## config.mk

```make
export PLATFORM = sky130hd
export DESIGN_NAME = ip_output_packer
export DESIGN_NICKNAME = d
export VERILOG_FILES = /design/src/rtl/ip_output_packer_pkg.sv /design/src/rtl/packer_sync_fifo.sv /design/src/rtl/ip_output_packer.sv
export SDC_FILE = /design/constraint.sdc
export NUM_CORES = 1
export LEC_CHECK = 0
export BUFFER_PORTS_ARGS = -buffer_cell sky130_fd_sc_hd__buf_2
export CAP_MARGIN = 40
export CORE_MARGIN = 2
export CORE_UTILIZATION = 55
export CTS_CLUSTER_DIAMETER = 50
export DETAILED_ROUTE_END_ITERATION = 12
export MAX_ROUTING_LAYER = met4
export PLACE_DENSITY = 0.71
export REMOVE_ABC_BUFFERS = 1
export SLEW_MARGIN = 30
export SYNTH_ARGS = -nofsm -noshare
export SYNTH_HDL_FRONTEND = slang
export SYNTH_SLANG_ARGS = --single-unit
```

## constraint.sdc

```tcl
create_clock -name clk -period 3.8 [get_ports clk]
set_input_delay 0.38 -clock clk [delete_from_list [all_inputs] [get_ports clk]]
set_output_delay 0.38 -clock clk [all_outputs]
set_load 0.02 [all_outputs]
```

## src/rtl/ip_output_packer_pkg.sv

```systemverilog
// Shared types for the byte-to-halfword output packer.
// Optional PACKER_PARITY_EN adds per-entry byte parity to the FIFO entry.
package ip_output_packer_pkg;

    typedef enum logic {
        ST_EMPTY = 1'b0,
        ST_HALF  = 1'b1
    } asm_state_t;

    typedef struct packed {
        logic [15:0] data;
        logic        partial;
`ifdef PACKER_PARITY_EN
        logic [1:0]  parity;
`endif
    } pack_entry_t;

    function automatic pack_entry_t make_entry(input logic [15:0] data, input logic partial);
        pack_entry_t e;
        e         = '0;
        e.data    = data;
        e.partial = partial;
`ifdef PACKER_PARITY_EN
        e.parity  = {^data[15:8], ^data[7:0]};
`endif
        return e;
    endfunction

endpackage

```

## src/rtl/packer_sync_fifo.sv

```systemverilog
// Registered-storage FIFO for packed words; head is read combinationally from
// storage, so a pushed word appears the cycle after its push.
module packer_sync_fifo
    import ip_output_packer_pkg::*;
#(
    parameter int FIFO_DEPTH = 4
) (
    input  logic                                 clk,
    input  logic                                 rst,
    input  logic                                 push,
    input  pack_entry_t                          push_entry,
    input  logic                                 pop_ready,
    output pack_entry_t                          head,
    output logic                                 head_valid,
    output logic                                 accept,
    output logic [$clog2(FIFO_DEPTH+1)-1:0]      level
);

    localparam int PTR_W = $clog2(FIFO_DEPTH);
    localparam int LVL_W = $clog2(FIFO_DEPTH + 1);

    if (FIFO_DEPTH < 2 || (FIFO_DEPTH & (FIFO_DEPTH - 1)) != 0) begin : g_bad_depth
        $error("packer_sync_fifo: FIFO_DEPTH must be a power of two >= 2");
    end

    pack_entry_t        mem [FIFO_DEPTH];
    logic [PTR_W-1:0]   wr_ptr;
    logic [PTR_W-1:0]   rd_ptr;
    logic               full;
    logic               pop;

    assign full       = (level == LVL_W'(FIFO_DEPTH));
    assign head_valid = (level != '0);
    assign head       = mem[rd_ptr];
    assign pop        = head_valid && pop_ready;
    // A full FIFO still takes a word when the head leaves in the same cycle.
    assign accept     = push && (!full || pop);

    always_ff @(posedge clk) begin
        if (rst) begin
            wr_ptr <= '0;
            rd_ptr <= '0;
            level  <= '0;
            for (int i = 0; i < FIFO_DEPTH; i++) mem[i] <= '0;
        end else begin
            if (accept) begin
                mem[wr_ptr] <= push_entry;
                wr_ptr      <= wr_ptr + 1'b1;
            end
            if (pop) rd_ptr <= rd_ptr + 1'b1;
            case ({accept, pop})
                2'b10:   level <= level + 1'b1;
                2'b01:   level <= level - 1'b1;
                default: level <= level;
            endcase
        end
    end

endmodule

```

## src/rtl/ip_output_packer.sv

```systemverilog
// Packs an unthrottled byte stream into 16-bit words (first byte high) with a
// flush for odd bytes; drops words when full. PACKER_PARITY_EN adds out_parity.
module ip_output_packer
    import ip_output_packer_pkg::*;
#(
    parameter int         FIFO_DEPTH = 4,
    parameter logic [7:0] PAD_BYTE   = 8'h00
) (
    input  logic                              clk,
    input  logic                              rst,
    input  logic [7:0]                        in_data,
    input  logic                              in_valid,
    input  logic                              flush,
    output logic [15:0]                       out_data,
    output logic                              out_valid,
    input  logic                              out_ready,
    output logic                              out_partial,
    output logic                              overflow,
    output logic [7:0]                        drop_count,
    output logic [$clog2(FIFO_DEPTH+1)-1:0]   fifo_level
`ifdef PACKER_PARITY_EN
    ,
    output logic [1:0]                        out_parity
`endif
);

    asm_state_t  state, next_state;
    logic [7:0]  hold;
    logic        hold_load;
    logic        push;
    logic [15:0] push_data;
    logic        push_partial;
    logic        accept;
    pack_entry_t push_entry;
    pack_entry_t head;

    always_ff @(posedge clk) begin
        if (rst) state <= ST_EMPTY;
        else     state <= next_state;
    end

    always_comb begin
        next_state = state;
        case (state)
            ST_EMPTY: if (in_valid && !flush) next_state = ST_HALF;
            ST_HALF:  if (in_valid || flush)  next_state = ST_EMPTY;
            default:  next_state = ST_EMPTY;
        endcase
    end

    // A completed pair always wins over flush; flush alone only pads.
    always_comb begin
        push         = 1'b0;
        push_data    = '0;
        push_partial = 1'b0;
        hold_load    = 1'b0;
        case (state)
            ST_EMPTY: begin
                if (in_valid && flush) begin
                    push         = 1'b1;
                    push_data    = {in_data, PAD_BYTE};
                    push_partial = 1'b1;
                end else if (in_valid) begin
                    hold_load = 1'b1;
                end
            end
            ST_HALF: begin
                if (in_valid) begin
                    push      = 1'b1;
                    push_data = {hold, in_data};
                end else if (flush) begin
                    push         = 1'b1;
                    push_data    = {hold, PAD_BYTE};
                    push_partial = 1'b1;
                end
            end
            default: ;
        endcase
    end

    always_ff @(posedge clk) begin
        if (rst)            hold <= '0;
        else if (hold_load) hold <= in_data;
    end

    assign push_entry = make_entry(push_data, push_partial);

    packer_sync_fifo #(
        .FIFO_DEPTH (FIFO_DEPTH)
    ) u_fifo (
        .clk        (clk),
        .rst        (rst),
        .push       (push),
        .push_entry (push_entry),
        .pop_ready  (out_ready),
        .head       (head),
        .head_valid (out_valid),
        .accept     (accept),
        .level      (fifo_level)
    );

    always_ff @(posedge clk) begin
        if (rst) begin
            overflow   <= 1'b0;
            drop_count <= '0;
        end else if (push && !accept) begin
            overflow <= 1'b1;
            if (drop_count != 8'hFF) drop_count <= drop_count + 1'b1;
        end
    end

    assign out_data    = head.data;
    assign out_partial = head.partial;
`ifdef PACKER_PARITY_EN
    assign out_parity  = head.parity;
`endif

endmodule

```

# Yosys cells after proc, flatten, opt, wreduce, memory -nomap -nowiden
# Memory sizes are Yosys's and may differ from the RTL's. A register that Yosys moved wholly into a read port is not among the register bits.
# Index checks and enable logic that the tools add are counted.
[classes]
add_sub_neg = 5
eq_ne = 4
n_mux = 27
n_bitwise = 1
n_reduce_logical = 14
[op_table]
columns = ["op", "count"]
rows = [
  ["$mux 16", 3],
  ["$pmux 16 s2", 1],
  ["$mux 17", 1],
  ["$reduce_or 17->1", 1],
  ["$mux 1", 15],
  ["$add 8x1->8 const B", 1],
  ["$ne 8x8->1 const B", 1],
  ["$mux 2", 3],
  ["$pmux 1 s2", 3],
  ["$pmux 3 s2", 1],
  ["$logic_and 1x1->1", 5],
  ["$add 2x1->2 const B", 2],
  ["$add 3x1->3 const B", 1],
  ["$eq 3x3->1 const B", 1],
  ["$logic_not 1->1", 3],
  ["$reduce_bool 3->1", 1],
  ["$sub 3x1->3 const B", 1],
  ["$eq 2x1->1 const B", 1],
  ["$eq 2x2->1 const B", 1],
  ["$logic_or 1x1->1", 2],
  ["$reduce_and 2->1", 1],
  ["$reduce_bool 2->1", 1],
  ["$not 1->1", 1],
]
[word_totals]
regBits = 25
mem_bits_rw = 68
input_bits = 13
word_cells = 59
n_memories = 1
[mem_list]
columns = ["name", "depth", "width", "rd", "rd_clocked_by_memory_dff", "write_ports", "line", "source"]
rows = [
  ["u_fifo.mem", 4, 17, 1, 1, 4, "packer_sync_fifo.sv:26", "pack_entry_t mem [FIFO_DEPTH];"],
]

# Depth between registers and ports, before layout
# Gate-level depths: netlist of run 1.
[depth]
depth_word = 9
depth_mapped = 8
mapped_depth_nobuf = 8

# Cells and area by module
# From an unflattened synthesis of run 1, not the netlist that was laid out.
[unflattened]
cells_unflattened = 333
area_unflattened_um2 = 4441.8
[by_module_without_submodules]
columns = ["module", "n_inst", "cells_per_inst", "area_per_inst_um2"]
rows = [
  ["packer_sync_fifo", 1, 231, 3527.1],
  ["ip_output_packer", 1, 102, 914.6],
]

# Least setup slack after synthesis of run 1
# OpenSTA, ideal clock, no wires.
[synth_path]
path_type = "register to register"
startpoint = "register u_fifo.level[0]"
endpoint = "register u_fifo.level[2]"
setup_time_ns = 0.070
arrival_time_ns = 2.293
t_required_ns = 3.730
slack_ns = 1.437
stages_incl_launch_ff = 9
period_less_slack_ns = 2.363
path_cell_list = "dfxtp_1 > or4b_4 > nand2_1 > ha_1 > inv_1 > fa_1 > xor2_1 > or3_1 > a21oi_1"
[synth_between]
elab_chain_cells = 6
[synth_rtl]
columns = ["item", "line", "source"]
rows = [
  ["start: declaration", "packer_sync_fifo.sv:16", "output logic [$clog2(FIFO_DEPTH+1)-1:0] level"],
  ["start signal: assignment", "packer_sync_fifo.sv:52", "2'b10: level <= level + 1'b1;"],
  ["start signal: assignment", "packer_sync_fifo.sv:53", "2'b01: level <= level - 1'b1;"],
  ["start signal: assignment", "packer_sync_fifo.sv:54", "default: level <= level;"],
  ["$eq 3x3->1 / $reduce_bool 3->1 (equally long branches)", "packer_sync_fifo.sv:32, packer_sync_fifo.sv:33", ""],
  ["$logic_not 1->1 / $logic_and 1x1->1 (equally long branches)", "packer_sync_fifo.sv:37, packer_sync_fifo.sv:35", ""],
  ["$logic_or 1x1->1", "packer_sync_fifo.sv:37", "assign accept = push && (!full || pop);"],
  ["$logic_and 1x1->1", "packer_sync_fifo.sv:37", ""],
  ["$eq 2x1->1 / $eq 2x2->1 (equally long branches)", "packer_sync_fifo.sv:51", "case ({accept, pop})"],
  ["$pmux 3 s2 / $reduce_bool 2->1 (equally long branches)", "-", ""],
]
# Parallel ways exist; a longest one is shown, timed or not.
# A chain may end at the register's enable or synchronous reset.

==> results.yml, run 1 <==
routing:
  wire_per_inst_um: 17.2
  routed_wirelength_um: 7950
  antenna_left: 0
  vias: 2566
  drtIter0Drc: 174
  drc_errors: 0
  viasPerCell: 5.57
  dr.pass1.iters: 5
power:
  power.share.clock_pct: 29.1
  p_switching_w: 0.000758
  pwr-share-comb_pct: 23.2
  switching_share_pct: 29.4
  p_seq_share_pct: 47.7
  power.density_nw_per_um2: 556
  internal_power_w: 0.00182
  leakage_nw: 1.66
  ir_drop_mv: 0.371
synthesis:
  yosys-top-cells-count: "nor2_1 (83), edfxtp_1 (68), dfxtp_1 (27)"
  async_flop_share_pct: 0
  synth_top_area_share_pct: 49.8
  synth_top_flop_cell: "edfxtp_1"
  synth_seq_area_share_pct: 63.0
  synth.avg_cell_area_um2: 13.1
  ys_top_cells_by_area: "edfxtp_1 (50%), dfxtp_1 (13%), mux4_2 (9.3%), nor2_1 (7.6%), mux2i_1 (2.2%)"
  yosys.area.top_type: "edfxtp_1"
  ys_ff_latch: 95
  synth_area_um2: 4100
  ys_types: 39
  synth_edf_count: 68
  synth_cells: 313
  yosysMostFrequentCell: "nor2_1"
  yosys_warnings: 0
die:
  die_area_um2: 8160
  die_y_um: 90.3
  row_count: 31
  core_area_um2: 7250
  die_w_um: 90.3
  io_pins: 43
  start_util_pct: 56.5
sta:
  hold_viol_final: 0
  finalCriticalPeriod_ns: 2.44
  clock.fmax_mhz: 410
  slew_viol_final: 0
  worst_pin_slew_ns: 0.582
  fin_ws_ns: 1.36
  slew_headroom_pct: 61.0
  setup-tns-final_ns: 0
  finalSetupViolations: 0
  fin_crit_sh_pct: 64.2
  rsz0062_at_grt: "false"
  clock_skew_ns: 0.0115
global_routing:
  grt_antenna_before_repair: 0
  first_global_vias: 2499
  grt_use_total_pct: 21.1
  grt_max_degree: 32
  grt_pass1_wl_um: 12900
  grt_remaining_overflow: 0
finish:
  syn_to_final_growth_pct: 13.1
  fill_cells: 597
  n_antenna_cell: 0
  final_nets: 373
  drive_gt1_share_pct: 24.9
placement:
  dpl.hpwl_um: 5140
  port_buffers: 42
  gp_congestion: 0.795
  dp_slack_ns: 1.07
clocking:
  clock_insertion_delay_worst_skew_ns: 0.36
  cts_resized: 0
  root_buffer: "clkbuf_8"
  numClockSinks: 95
  cts_tree: "yes"
  postCtsSetupBuffers: 0
  postCtsHoldBufs: 0
  h-tree-depth: 3
  clk_path_buf_depth: 2
  cts_buffers: 9
  path_clk_slew_ns: 0.09
worst_setup_path:
  crit_path_max_fanout: 24
  required_ns: 3.92
  crit_chain: "or4b_4, nand3b_4, or2_2, nand2b_1, buf_6"
  crit_slowest_cell: "or4b_4"
  worstPathArrival_ns: 2.57
  critPathMaxStageDelay_ns: 0.59
  start_kind: "register"
  worst-path-buf-inv: 1
  cp_top_family: "simple AND/OR/NAND/NOR gates"
  crit_path_end_kind: "register"
  critPathKind: "register to register"
min_path:
  hold_path.class: "primary input to register"
outcome:
  status: "finished clean"
job:
  maxCapViolCount: 0
-- placed cells by master, fill, tap and decap left out, types with 2 or more instances in the layout --
cell	netlist	routed
a21oi_1	9	9
a22oi_1	8	8
buf_2	5	42
buf_4	3	4
buf_6	4	4
bufinv_16	0	2
clkbuf_8	0	9
clkinvlp_4	0	2
dfxtp_1	27	27
edfxtp_1	68	68
ha_1	2	2
inv_1	4	4
inv_6	0	2
mux2i_1	9	9
mux4_2	17	17
nand2_1	14	14
nand2b_1	6	6
nand3_1	4	4
nor2_1	83	83
nor3_1	4	4
nor3b_1	2	2
o21ai_0	5	5
o31ai_1	3	3
or3_1	6	6
or4_1	3	3
xor2_1	6	6
-- routing by layer --
layer | track usage (%) | up-vias | routed length (µm)
met5 | - | - | 0
met4 | 7.31 | 0 | 76
met3 | 3.26 | 6 | 368
met2 | 33.5 | 70 | 4080
met1 | 28.3 | 1268 | 3430
li1 | - | 1222 | -
-- power groups by stage --
stage,logic [W],clock network [W],registers [W]
2_1_floorplan,0.000375,0,0.00130
3_3_place_gp,0.000585,0,0.00125
3_5_place_dp,0.000588,0,0.00126
4_1_cts,0.000593,0.000757,0.00124
5_1_grt,0.000649,0.000795,0.00124
6_report,0.000598,0.000751,0.00123
-- layout make-up --
type	count	area, µm²	share of cell area (%)
clock buffer	9	124	2.67
multi-input combinational	196	1390	29.9
clock inverter	7	104	2.24
inverter	4	15.0	0.324
timing repair buffer	51	300	6.48
tap	99	124	2.67
sequential	95	2580	55.7
-- through the flow --
stage               power [W]  area (µm²)  util, %  cells  hold WS [ns]
detailed placement    0.00185        4360     60.1    441         0.463
global route          0.00268        4640     63.9    461         0.277
global placement      0.00184        4350     60.0    440         0.464
CTS                   0.00259        4590     63.3    457         0.249
floorplan             0.00167        3990        -    295         0.449
finish                0.00258        4640     63.9    461         0.263
-- kinds of logic (layout without fill, tap and decap cells) --
| family | count (synthesis) | in the layout | synth area share [%] |
|---|---|---|---|
| xor+xnor | 7 | 7 | 1.50 |
| compound gates | 29 | 29 | 4.61 |
| mux | 26 | 26 | 11.5 |
| buf+inv | 22 | 71 | 3.17 |
| fa+ha+maj | 4 | 4 | 1.43 |
| simple gates | 130 | 130 | 14.8 |
| flops | 95 | 95 | 63.0 |
-- sequential cells by signal (all words and copies together), names as in the netlist, named ones only --
register       flops
overflow           1
u_fifo.level       3
hold               8
u_fifo.mem        68
u_fifo.rd_ptr      2
u_fifo.wr_ptr      2
state              1
drop_count         8
-- worst paths after layout --
| path | depth (start not counted) | slack, ns | endpoint | startpoint |
|---|---|---|---|---|
| max | 5 | 1.36 | u_fifo.mem[2][15] | u_fifo.level[0] |
| min | 2 | 0.26 | state | flush |
| max reg2reg | 5 | 1.36 | u_fifo.mem[2][15] | u_fifo.level[0] |
| min reg2reg | 2 | 0.49 | overflow | overflow |
Note: power is estimated with default switching activity, not from simulation.
==> run 2, diff against run 1 <==
==> constraint.sdc (replaced) <==
create_clock -name clk -period 2.4 [get_ports clk]
set_input_delay 0.24 -clock clk [delete_from_list [all_inputs] [get_ports clk]]
set_output_delay 0.24 -clock clk [all_outputs]
set_load 0.02 [all_outputs]
==> run 2 against run 1 <==
Effect of this change: final area is 0.94% higher; core utilization is 0.60 points higher; register-to-register slack worse by 1.3 ns; first-iteration DRC count is 9.2% higher; clock power is 54% higher; die area stayed put; largest cell class unchanged.
==> results.yml, run 2 (same netlist as run 1, synthesis figures left out) <==
clocking:
  clock_insertion_delay_worst_skew_ns: 0.36
  numClockSinks: 95
  clk_path_buf_depth: 2
  path_clk_slew_ns: 0.09
  cts_buffers: 9
  postCtsHoldBufs: 0
  cts_tree: "yes"
  h-tree-depth: 3
  root_buffer: "clkbuf_8"
sta:
  worst_pin_slew_ns: 0.802
  fin_crit_sh_pct: 96.6
  hold_viol_final: 0
  clock.fmax_mhz: 432
  rsz0062_at_grt: "false"
  slew_viol_final: 0
  clock_skew_ns: 0.0170
  finalCriticalPeriod_ns: 2.32
  slew_headroom_pct: 46.5
  finalSetupViolations: 0
die:
  io_pins: 43
  row_count: 31
  die_area_um2: 8160
  die_y_um: 90.3
  start_util_pct: 56.5
  core_area_um2: 7250
  die_w_um: 90.3
routing:
  antenna_left: 0
  dr.pass1.iters: 4
  wire_per_inst_um: 17.3
  viasPerCell: 5.53
  vias: 2601
  drtIter0Drc: 190
  drc_errors: 0
  routed_wirelength_um: 8120
power:
  leakage_nw: 1.71
  p_total_w: 0.00410
  power.density_nw_per_um2: 877
  ir_drop_mv: 0.619
finish:
  syn_to_final_growth_pct: 14.2
  layout_commonest_cell: "nor2_1"
  n_antenna_cell: 0
  area.sequential_um2: 2580
  largest_reg_flops: 68
  fin_util_pct: 64.5
  drive_gt1_share_pct: 27.0
  largestRegisters: "u_fifo.mem x68, drop_count x8, hold x8"
  multi_input_area_um2: 1390
  final_nets: 382
  final_cell_mix: "nor2_1 (83), edfxtp_1 (68), buf_2 (42), dfxtp_1 (27), buf_4 (18)"
  stdcell_count: 470
  fill_cells: 591
  top_register: "u_fifo.mem"
worst_setup_path:
  crit_path_max_fanout: 3
  crit_slowest_cell: "or4b_4"
  worst-path-buf-inv: 1
  critPathMaxStageDelay_ns: 0.57
  cp.depth: 8
  cp_top_family: "simple AND/OR/NAND/NOR gates"
  crit_path_end_kind: "register"
  worstPathArrival_ns: 2.60
  required_ns: 2.68
  start_kind: "register"
  crit_chain: "or4b_4, nand2_2, ha_1, inv_1, fa_1, xor2_1, or3_1, a21oi_1"
  critPathKind: "register to register"
  rr_worst_depth: 8
global_routing:
  first_global_vias: 2654
  grt_pass1_wl_um: 13300
  grt_use_total_pct: 21.8
  grt_antenna_before_repair: 0
  grt_max_degree: 31
  grt_remaining_overflow: 0
placement:
  gp_congestion: 0.752
  placed_cells: 454
  port_buffers: 42
  dpl.hpwl_um: 5230
job:
  maxCapViolCount: 0
min_path:
  hold_path.class: "primary input to register"
  worstHoldPathCells: 2
outcome:
  status: "finished clean"
run 2: cell count changes in the layout (fill, tap and decap cells not counted):
cell / before / now
buf_4: 4 / 18
buf_6: 4 / 0
buf_8: 1 / 0
clkinv_2: 0 / 1
clkinvlp_4: 2 / 0
inv_6: 2 / 4
inv_8: 1 / 0
nand2_1: 14 / 13
nand2_2: 0 / 1
run 2: final timing paths:
| path | from | endpoint | slack [ns] |
|---|---|---|---|
| worst min register to register | overflow | overflow | 0.50 |
| worst min-delay path | flush | state | 0.13 |
| worst max register to register | u_fifo.level[0] | u_fifo.level[2] | 0.08 |
| worst max-delay path | u_fifo.level[0] | u_fifo.level[2] | 0.08 |
run 2: area by class of cell:
type / instances / area share, %
well taps: 99 / 2.65
flip-flops and latches: 95 / 55.2
clock buffers: 9 / 2.65
clock inverters: 7 / 2.14
repair buffers: 60 / 7.38
multi-input cells: 196 / 29.7
inverters: 4 / 0.321
run 2: timing repair:
action,4_1_cts,5_1_grt
hold endpoints to repair,0,0
setup endpoints to repair,0,1
gates resized for setup,0,1
buffers inserted,0,0
run 2: report_power, final:
group / switching, W / internal [W]
Combinational: 0.000591 / 0.000441
Sequential: 0.0000441 / 0.00186
Clock: 0.000563 / 0.000600
Total: 0.00120 / 0.00291
run 2: routing by layer:
layer	wire length [µm]	vias to the layer above	GRT usage, %
li1	-	1239	-
met4	95	0	5.64
met3	477	10	5.01
met2	4140	81	37.0
met1	3400	1271	26.7
met5	0	-	-
run 2: per-stage QoR:
stage / hold WS [ns] / area (µm²) / setup WS [ns] / TNS (ns)
3_5_place_dp: 0.473 / 4450 / 0.0813 / 0
5_1_grt: 0.140 / 4680 / 0.0251 / 0
2_1_floorplan: 0.309 / 3990 / -0.0142 / -0.242
4_1_cts: 0.122 / 4680 / 0.0687 / 0
3_3_place_gp: 0.464 / 4450 / 0.135 / 0
6_report: 0.129 / 4680 / 0.0826 / 0
